===== src/rtl/reg_scoreboard_pkg.sv =====
// Shared constants for the decode-stage register scoreboard: register-file geometry,
// file-select encoding and counter widths.
package reg_scoreboard_pkg;

    localparam int NREG_DEFAULT  = 32;
    localparam int IDX_W_DEFAULT = $clog2(NREG_DEFAULT);
    localparam int CNT_W_DEFAULT = 16;

    // pend_cnt must hold 0..2*NREG, i.e. 0..64 for two 32-entry files
    localparam int PCNT_W = 7;

    localparam logic FILE_INT = 1'b0;
    localparam logic FILE_FP  = 1'b1;

endpackage : reg_scoreboard_pkg


===== src/rtl/reg_pending_bank.sv =====
// One register file's worth of pending-write bits, with a set port (issue), a clear port
// (writeback) and two read lookups for the decode source operands.
module reg_pending_bank
    import reg_scoreboard_pkg::*;
#(
    parameter int NREG     = NREG_DEFAULT,
    parameter bit TIE_ZERO = 1'b0
) (
    input  logic                     clk,
    input  logic                     rst,
    input  logic                     set_en,
    input  logic [$clog2(NREG)-1:0]  set_idx,
    input  logic                     clr_en,
    input  logic [$clog2(NREG)-1:0]  clr_idx,
    input  logic [$clog2(NREG)-1:0]  rd0_idx,
    input  logic [$clog2(NREG)-1:0]  rd1_idx,
    output logic                     hit0,
    output logic                     hit1,
    output logic [NREG-1:0]          pend,
    output logic [NREG-1:0]          pend_next,
    output logic                     spurious
);

    logic [NREG-1:0] pend_q;
    logic [NREG-1:0] pend_d;
    logic            clr_is_zero;

    assign clr_is_zero = TIE_ZERO && (clr_idx == '0);

    // Clear first so a same-cycle set of the same bit wins
    always_comb begin
        pend_d = pend_q;
        if (clr_en) begin
            pend_d[clr_idx] = 1'b0;
        end
        if (set_en) begin
            pend_d[set_idx] = 1'b1;
        end
        if (TIE_ZERO) begin
            pend_d[0] = 1'b0;
        end
    end

    always_ff @(posedge clk or posedge rst) begin
        if (rst) begin
            pend_q <= '0;
        end else begin
            pend_q <= pend_d;
        end
    end

    assign hit0      = pend_q[rd0_idx];
    assign hit1      = pend_q[rd1_idx];
    assign pend      = pend_q;
    assign pend_next = pend_d;
    assign spurious  = clr_en && !pend_q[clr_idx] && !clr_is_zero;

endmodule : reg_pending_bank


===== src/rtl/reg_scoreboard.sv =====
// Decode-stage scoreboard: tracks outstanding integer/FP register writes and stalls decode
// on RAW/WAW hazards until the matching writeback retires (no writeback bypass).
module reg_scoreboard
    import reg_scoreboard_pkg::*;
#(
    parameter int NREG  = NREG_DEFAULT,
    parameter int CNT_W = CNT_W_DEFAULT
) (
    input  logic                     clk,
    input  logic                     rst,
    input  logic                     id_valid,
    input  logic [$clog2(NREG)-1:0]  id_rs1,
    input  logic [$clog2(NREG)-1:0]  id_rs2,
    input  logic                     id_rs1_fp,
    input  logic                     id_rs2_fp,
    input  logic                     id_rs1_used,
    input  logic                     id_rs2_used,
    input  logic [$clog2(NREG)-1:0]  id_rd,
    input  logic                     id_rd_fp,
    input  logic                     id_rd_we,
    input  logic                     flush,
    input  logic                     wb_int_we,
    input  logic                     wb_fp_we,
    input  logic [$clog2(NREG)-1:0]  wb_rd_addr,
    output logic                     stall,
    output logic                     issue,
    output logic [PCNT_W-1:0]        pend_cnt,
    output logic [CNT_W-1:0]         stall_cycles,
    output logic                     err_spurious_wb
);

    logic            int_hit1, int_hit2, fp_hit1, fp_hit2;
    logic [NREG-1:0] int_pend, int_next, fp_pend, fp_next;
    logic            int_spurious, fp_spurious;
    logic            raw1, raw2, waw, hazard, live;
    logic            set_int, set_fp;

    logic [PCNT_W-1:0] pend_cnt_q, pend_cnt_d;
    logic [CNT_W-1:0]  stall_cycles_q, stall_cycles_d;
    logic              err_q, err_d;

    // Integer bank ties bit 0 low so x0 can never be pending or hazard
    reg_pending_bank #(
        .NREG     (NREG),
        .TIE_ZERO (1'b1)
    ) u_int_bank (
        .clk       (clk),
        .rst       (rst),
        .set_en    (set_int),
        .set_idx   (id_rd),
        .clr_en    (wb_int_we),
        .clr_idx   (wb_rd_addr),
        .rd0_idx   (id_rs1),
        .rd1_idx   (id_rs2),
        .hit0      (int_hit1),
        .hit1      (int_hit2),
        .pend      (int_pend),
        .pend_next (int_next),
        .spurious  (int_spurious)
    );

    reg_pending_bank #(
        .NREG     (NREG),
        .TIE_ZERO (1'b0)
    ) u_fp_bank (
        .clk       (clk),
        .rst       (rst),
        .set_en    (set_fp),
        .set_idx   (id_rd),
        .clr_en    (wb_fp_we),
        .clr_idx   (wb_rd_addr),
        .rd0_idx   (id_rs1),
        .rd1_idx   (id_rs2),
        .hit0      (fp_hit1),
        .hit1      (fp_hit2),
        .pend      (fp_pend),
        .pend_next (fp_next),
        .spurious  (fp_spurious)
    );

    always_comb begin
        raw1   = id_rs1_used && ((id_rs1_fp == FILE_FP) ? fp_hit1 : int_hit1);
        raw2   = id_rs2_used && ((id_rs2_fp == FILE_FP) ? fp_hit2 : int_hit2);
        waw    = id_rd_we && ((id_rd_fp == FILE_FP) ? fp_pend[id_rd] : int_pend[id_rd]);
        hazard = raw1 || raw2 || waw;
        live   = id_valid && !flush;
    end

    assign stall = live && hazard;
    assign issue = live && !hazard;

    always_comb begin
        set_int = issue && id_rd_we && (id_rd_fp == FILE_INT) && (id_rd != '0);
        set_fp  = issue && id_rd_we && (id_rd_fp == FILE_FP);
    end

    // Count tracks the bits' next state so it moves on the same edge as they do
    always_comb begin
        pend_cnt_d = '0;
        for (int i = 0; i < NREG; i++) begin
            pend_cnt_d = pend_cnt_d + PCNT_W'(int_next[i]) + PCNT_W'(fp_next[i]);
        end
    end

    always_comb begin
        stall_cycles_d = stall_cycles_q;
        if (stall && (stall_cycles_q != {CNT_W{1'b1}})) begin
            stall_cycles_d = stall_cycles_q + 1'b1;
        end
        err_d = err_q || int_spurious || fp_spurious;
    end

    always_ff @(posedge clk or posedge rst) begin
        if (rst) begin
            pend_cnt_q     <= '0;
            stall_cycles_q <= '0;
            err_q          <= 1'b0;
        end else begin
            pend_cnt_q     <= pend_cnt_d;
            stall_cycles_q <= stall_cycles_d;
            err_q          <= err_d;
        end
    end

    assign pend_cnt        = pend_cnt_q;
    assign stall_cycles    = stall_cycles_q;
    assign err_spurious_wb = err_q;

endmodule : reg_scoreboard


===== config.mk =====
export PLATFORM = sky130hd
export DESIGN_NAME = reg_scoreboard
export DESIGN_NICKNAME = d
export VERILOG_FILES = /design/src/rtl/reg_scoreboard_pkg.sv /design/src/rtl/reg_pending_bank.sv /design/src/rtl/reg_scoreboard.sv
export SDC_FILE = /design/constraint.sdc
export NUM_CORES = 1
export LEC_CHECK = 0
export ABC_AREA = 0
export CAP_MARGIN = 20
export CORE_ASPECT_RATIO = 1.2
export CORE_MARGIN = 4
export CORE_UTILIZATION = 53
export CTS_BUF_LIST = sky130_fd_sc_hd__clkbuf_2
export DETAILED_ROUTE_END_ITERATION = 7
export GPL_TIMING_DRIVEN = 0
export HOLD_SLACK_MARGIN = 0.15
export PLACE_DENSITY = 0.79
export SKIP_CTS_REPAIR_TIMING = 1
export SLEW_MARGIN = 15
export SYNTH_ARGS = -nofsm -noshare
export SYNTH_HDL_FRONTEND = slang
export SYNTH_SLANG_ARGS = --single-unit
export TNS_END_PERCENT = 50

===== constraint.sdc =====
create_clock -name clk -period 10.25 [get_ports clk]
set_input_delay 1.025 -clock clk [delete_from_list [all_inputs] [get_ports clk]]
set_output_delay 1.025 -clock clk [all_outputs]
set_load 0.01 [all_outputs]

==> results of run 1 <==
[layout make-up]
type | count | area, µm²
fill | 1224 | 5690
multi-input combinational | 536 | 5080
sequential | 87 | 2180
timing repair buffer | 49 | 510
inverter | 76 | 288
buffer | 47 | 279
tap | 175 | 219
clock inverter | 7 | 124
clock buffer | 9 | 45.0
antenna | 1 | 2.50
[metrics by stage]
stage,hold slack [ns],std cells,setup WS (ns),utilization [%]
after detailed placement,0.465,969,0.199,59.2
after floorplan,0.511,746,1.58,-
after CTS,0.515,985,0.833,60.4
after global routing,0.528,987,0.516,60.5
final,0.513,987,0.810,60.5
after global placement,0.463,968,0.232,59.0
[cells in the final DEF (no fill, tap or decap), types with 4 or more instances in the layout]
cell,netlist,final
and2_1,5,5
clkdlybuf4s50_1,0,47
buf_2,13,13
clkbuf_1,15,15
buf_1,6,6
o21a_1,42,42
ha_1,16,16
or3b_2,4,4
o21ai_1,59,59
nand2b_1,8,8
mux2_1,10,10
nand3b_1,8,8
inv_1,76,75
o22ai_1,7,7
buf_6,10,10
a31oi_1,5,5
and3_1,16,16
clkbuf_2,0,9
nand4_1,10,10
or3_1,5,5
o21ai_0,63,63
nor2_1,15,15
fa_1,53,53
nand3_1,27,27
a21oi_1,7,7
nor2b_1,5,5
nand2_1,32,32
dfrtp_1,87,87
mux2i_1,16,16
mux2_2,10,10
xnor2_1,16,16
mux4_2,50,50
[cells by family after synthesis]
logic type | Yosys count | share of synthesized area (%)
xor+xnor | 18 | 2.02
buf+inv | 123 | 7.22
simple gates | 153 | 11.2
flops | 87 | 27.8
mux | 86 | 19.3
fa+ha+maj | 69 | 16.1
compound gates | 210 | 16.2
[power groups by stage]
| stage | combinational [mW] | sequential [mW] | clock [mW] |
|---|---|---|---|
| 2_1_floorplan | 0.371 | 0.406 | 0 |
| 4_1_cts | 0.532 | 0.406 | 0.242 |
| 6_report | 0.529 | 0.408 | 0.239 |
| 5_1_grt | 0.593 | 0.412 | 0.258 |
| 3_5_place_dp | 0.524 | 0.411 | 0 |
| 3_3_place_gp | 0.510 | 0.410 | 0 |
[per-layer routing]
layer | up-vias | GRT usage [%] | part of all wire, %
met1 | 3224 | 37.3 | 37
met4 | 0 | 17.4 | 6.9
met2 | 381 | 47.2 | 48
met5 | - | 0 | 0
li1 | 2821 | - | -
met3 | 95 | 5.34 | 7.9
[sequential cells by signal, summed over array words and instances (netlist names)]
signal	flops
stall_cycles	16
pend_cnt	7
u_fp_bank.pend	32
err_spurious_wb	1
u_int_bank.pend	31
[worst paths after layout]
check	to	slack (ns)	cells after the start
worst max register to register	pend_cnt[6]	1.53	26
min in group asynchronous	u_int_bank.pend[2]	0.78	2
worst max-delay path	pend_cnt[6]	0.81	30
worst min-delay path	stall_cycles[10]	0.51	1
max in group asynchronous	u_fp_bank.pend[17]	8.81	3
worst min register to register	stall_cycles[10]	0.51	1
[worst register-to-register path, cell delays in order (launching register included)]
cell	delay, ns
dfrtp_1	0.54
mux2_2	0.20
o22ai_1	0.07
o311ai_0	0.48
a21oi_1	0.13
nor4_1	0.58
nand3b_2	0.26
buf_6	0.16
nand3b_4	0.17
buf_2	0.24
o21ai_1	0.12
fa_1	0.51
inv_1	0.06
fa_1	0.54
fa_1	0.61
fa_1	0.48
fa_1	0.54
fa_1	0.59
fa_1	0.45
fa_1	0.50
fa_1	0.42
fa_1	0.41
inv_1	0.07
a21oi_1	0.08
o21bai_1	0.22
a21oi_1	0.10
o21bai_1	0.14
==> results.cfg, run 1 <==
[run_status]
status = complete, no violations

[logic_synthesis]
synth_async_sr_flop_share_pct = 100
ys_top_cells_by_area = dfrtp_1 (28%), mux4_2 (14%), fa_1 (14%)
yosysTopAreaCellShare_pct = 27.8
synth_enable_flop_cells = 0
ys_warn_count = 0
yosysMostFrequentCell = dfrtp_1
ys_top_cells_by_count = dfrtp_1 (87), inv_1 (76), o21ai_0 (63), o21ai_1 (59), fa_1 (53)
synth-seq-cells = 87
syn_area_um2 = 7820
yosys.area.top_type = dfrtp_1
syn_area_per_cell_um2 = 10.5
seq_area_frac_synth_pct = 27.8
synthCells = 746
synth_flop_cell = dfrtp_1
synth_nets = 847
synth.distinct_cells = 61

[power]
pwr-share-clk_pct = 20.3
p_sw_mw = 0.456
power_mw = 1.18
leakage_nw = 3.76
comb_power_share_pct = 45.0
sw_frac_of_total_pct = 38.7
vdd_ir_drop_max_v = 0.0000992
internal_power_mw = 0.720
p_per_area_nw_per_um2 = 135
seqPwrFrac_pct = 34.7

[global_routing]
grt_pass1_wl_um = 37700
grt_overflow = 0
grt_antenna_before_repair = 1
grt_max_degree = 45
grt_usage_pct = 29.3
grt_pass1_vias = 6603

[routing]
vias_per_cell = 6.61
post_drt_wl_per_cell_um = 23.8
drt-pass1-iter-count = 5
drcViolationCount = 0
wl_um = 23500
drt-initial-drc-count = 898
vias = 6521
ant_nets = 0

[die]
dieArea_um2 = 16800
rows = 48
die_height_um = 141
coreArea_um2 = 14400
start_util_pct = 54.2
die_x_um = 119
ioPinCount = 58

[clock_network]
root_buffer = clkbuf_2
cts_buffer_depth = 2
cts-buffers-inserted = 9
insertion_delay_ns = 0.59
htree_levels = 3
cts_sinks = 87
cts_tree = done
clk_pin_slew_ns = 0.26

[placement]
placed_cell_area_um2 = 8540
dp_hpwl_um = 18600
gp_congestion = 1.01
io_buffer_count = 47

[timing]
min_period_ns = 9.44
hold_viol_final = 0
fmax_mhz = 106
setup_viol = 0
finClkSkew_ns = 0.0474
slew_headroom_pct = 35.9
tns_ns = 0
fin_crit_sh_pct = 92.1
slew_viol_final = 0
worst_pin_slew_ns = 0.954
rsz0062_at_grt = no

[worst_setup_path]
cp_top_family = adder cells
crit_fanout = 10
cp.arrival_ns = 9.98
cp_slowest_cell = fa_1
required_ns = 10.79
critical_path.endpoint_type = flip-flop
slowest_delay_ns = 0.59
startpoint = id_rd[1]
critPathKind = input port to flip-flop
cp_common_cell = fa_1
critPathBufInv = 9
critPathLaunchType = input port
r2r_start = u_int_bank.pend[19]

[job]
maxCapViolations = 0

[final_layout]
fin_area_um2 = 8720
drive_above_1_share_pct = 14.8
areaGrowthSynthToFinish_pct = 11.6
nets = 907

[worst_hold_path]
worstHoldStart = stall_cycles[10]
hold_path_class = flip-flop to flip-flop
(Power assumes the default switching activity.)
==> run 2: changes to the inputs <==
==> constraint.sdc (replaced) <==
create_clock -name clk -period 9.4 [get_ports clk]
set_input_delay 0.94 -clock clk [delete_from_list [all_inputs] [get_ports clk]]
set_output_delay 0.94 -clock clk [all_outputs]
set_load 0.01 [all_outputs]
==> run 2 against run 1 <==
Global-route usage did not move. Setup slack got worse by 0.52 ns. Register-to-register slack got worse by 0.73 ns. Largest cell class unchanged. Combinational power rose by 9.1%. Critical path depth did not move. Via count rose by 0.46%. Die area did not move. Clock skew fell by 0.0034 ns. Utilization rose by 0.16 points. Design area rose by 0.27%. Critical endpoint unchanged.
==> results.cfg, run 2 (synthesis gave the netlist of run 1 again) <==
[run_status]
status = complete, no violations

[routing]
drcViolationCount = 0
vias = 6551
drt-initial-drc-count = 790
post_drt_wl_per_cell_um = 23.7
wl_um = 23500
drt-pass1-iter-count = 5
vias_per_cell = 6.62
ant_nets = 0

[power]
seqPwrFrac_pct = 34.7
leakage_nw = 3.78
vdd_ir_drop_max_v = 0.000108
pwr-share-clk_pct = 20.2
p_sw_mw = 0.496
p_per_area_nw_per_um2 = 147
sw_frac_of_total_pct = 38.7
internal_power_mw = 0.786
comb_power_share_pct = 45.1
power_mw = 1.28

[final_layout]
layout_commonest_cell = dfrtp_1
nets = 909
largest_reg_flops = 32
final_cells = 989
final_core_util_pct = 60.7
most-common-layout-cells = dfrtp_1 (87), inv_1 (75), o21ai_0 (63)
areaGrowthSynthToFinish_pct = 11.9
drive_above_1_share_pct = 15.4

[timing]
rsz0062_at_grt = no
fmax_mhz = 110
setup_ws_ns = 0.287
finClkSkew_ns = 0.0440
fin_crit_sh_pct = 96.9
worst_pin_slew_ns = 0.911
setup_viol = 0
hold_viol_final = 0
slew_headroom_pct = 38.8
slew_viol_final = 0
min_period_ns = 9.11
whs_ns = 0.512

[global_routing]
grt_pass1_vias = 6603
use_met3_pct = 5.34
grt_pass1_wl_um = 37700
grt_usage_pct = 29.3
gr-max-usage-layer = met2
grt_antenna_before_repair = 1
grt_max_degree = 45
met2_usage_pct = 47.2
grt_overflow = 0
grtUsageMet1_pct = 37.3

[die]
coreArea_um2 = 14400
start_util_pct = 54.2
dieArea_um2 = 16800
ioPinCount = 58
rows = 48
die_x_um = 119
die_height_um = 141

[worst_setup_path]
critPathLaunchType = input port
slowest_delay_ns = 0.59
crit_fanout = 10
r2r_start = u_int_bank.pend[11]
critPathKind = input port to flip-flop
cp.arrival_ns = 9.65
required_ns = 9.93
cp_common_cell = fa_1
cp_slowest_cell = fa_1
critical_path.endpoint_type = flip-flop
startpoint = id_rd[1]

[clock_network]
htree_levels = 3
cts-buffers-inserted = 9
cts_tree = done
clk_pin_slew_ns = 0.26
cts_buffer_depth = 2
insertion_delay_ns = 0.59
cts_sinks = 87
root_buffer = clkbuf_2

[placement]
dp.cells = 969
gp_congestion = 1.01
io_buffer_count = 47
dp_worst_setup_slack_ns = -0.566
dp_hpwl_um = 18600

[worst_hold_path]
hold_path_class = flip-flop to flip-flop
worstHoldStart = stall_cycles[10]

[job]
maxCapViolations = 0
run 2: final cells by class:
type	instances	area, µm²
fillers	1223	5670
multi-input cells	536	5080
flip-flops and latches	87	2180
repair buffers	51	526
inverters	76	288
plain buffers	47	282
well taps	175	219
clock inverters	7	124
clock buffers	9	45.0
diodes	1	2.50
run 2: worst max-delay path, delay by kind of cell:
kind / cells / cell delay (ns)
adders and majority gates: 10 / 4.91
and+or+nand+nor: 2 / 0.40
AOI/OAI and AO/OA: 7 / 1.24
muxes: 2 / 0.68
buffers and inverters: 9 / 1.49
run 2: layer usage:
layer	up-vias	share of wire [%]
met4	0	7.1
met1	3205	36
met2	412	48
met3	103	8.2
met5	-	0
li1	2831	-
run 2: path summary, 6_finish.rpt:
| kind | to | slack (ns) | depth (start not counted) |
|---|---|---|---|
| min in group asynchronous | u_int_bank.pend[2] | 0.72 | 2 |
| max reg2reg | pend_cnt[6] | 0.80 | 28 |
| max in group asynchronous | u_fp_bank.pend[17] | 8.03 | 3 |
| min reg2reg | stall_cycles[10] | 0.51 | 1 |
| max | pend_cnt[6] | 0.29 | 30 |
| min | stall_cycles[10] | 0.51 | 1 |
run 2: power by group through the flow:
| stage | clock, mW | combinational, mW | sequential, mW |
|---|---|---|---|
| detailed placement | 0 | 0.572 | 0.449 |
| CTS | 0.264 | 0.581 | 0.442 |
| floorplan | 0 | 0.405 | 0.443 |
| finish | 0.259 | 0.577 | 0.445 |
| global placement | 0 | 0.556 | 0.447 |
| global route | 0.282 | 0.648 | 0.449 |
run 2: through the flow:
stage / TNS, ns / cell area (µm²)
floorplan: 0 / 7820
global placement: -1.61 / 8510
detailed placement: -1.92 / 8540
CTS: 0 / 8710
global route: 0 / 8750
finish: 0 / 8750
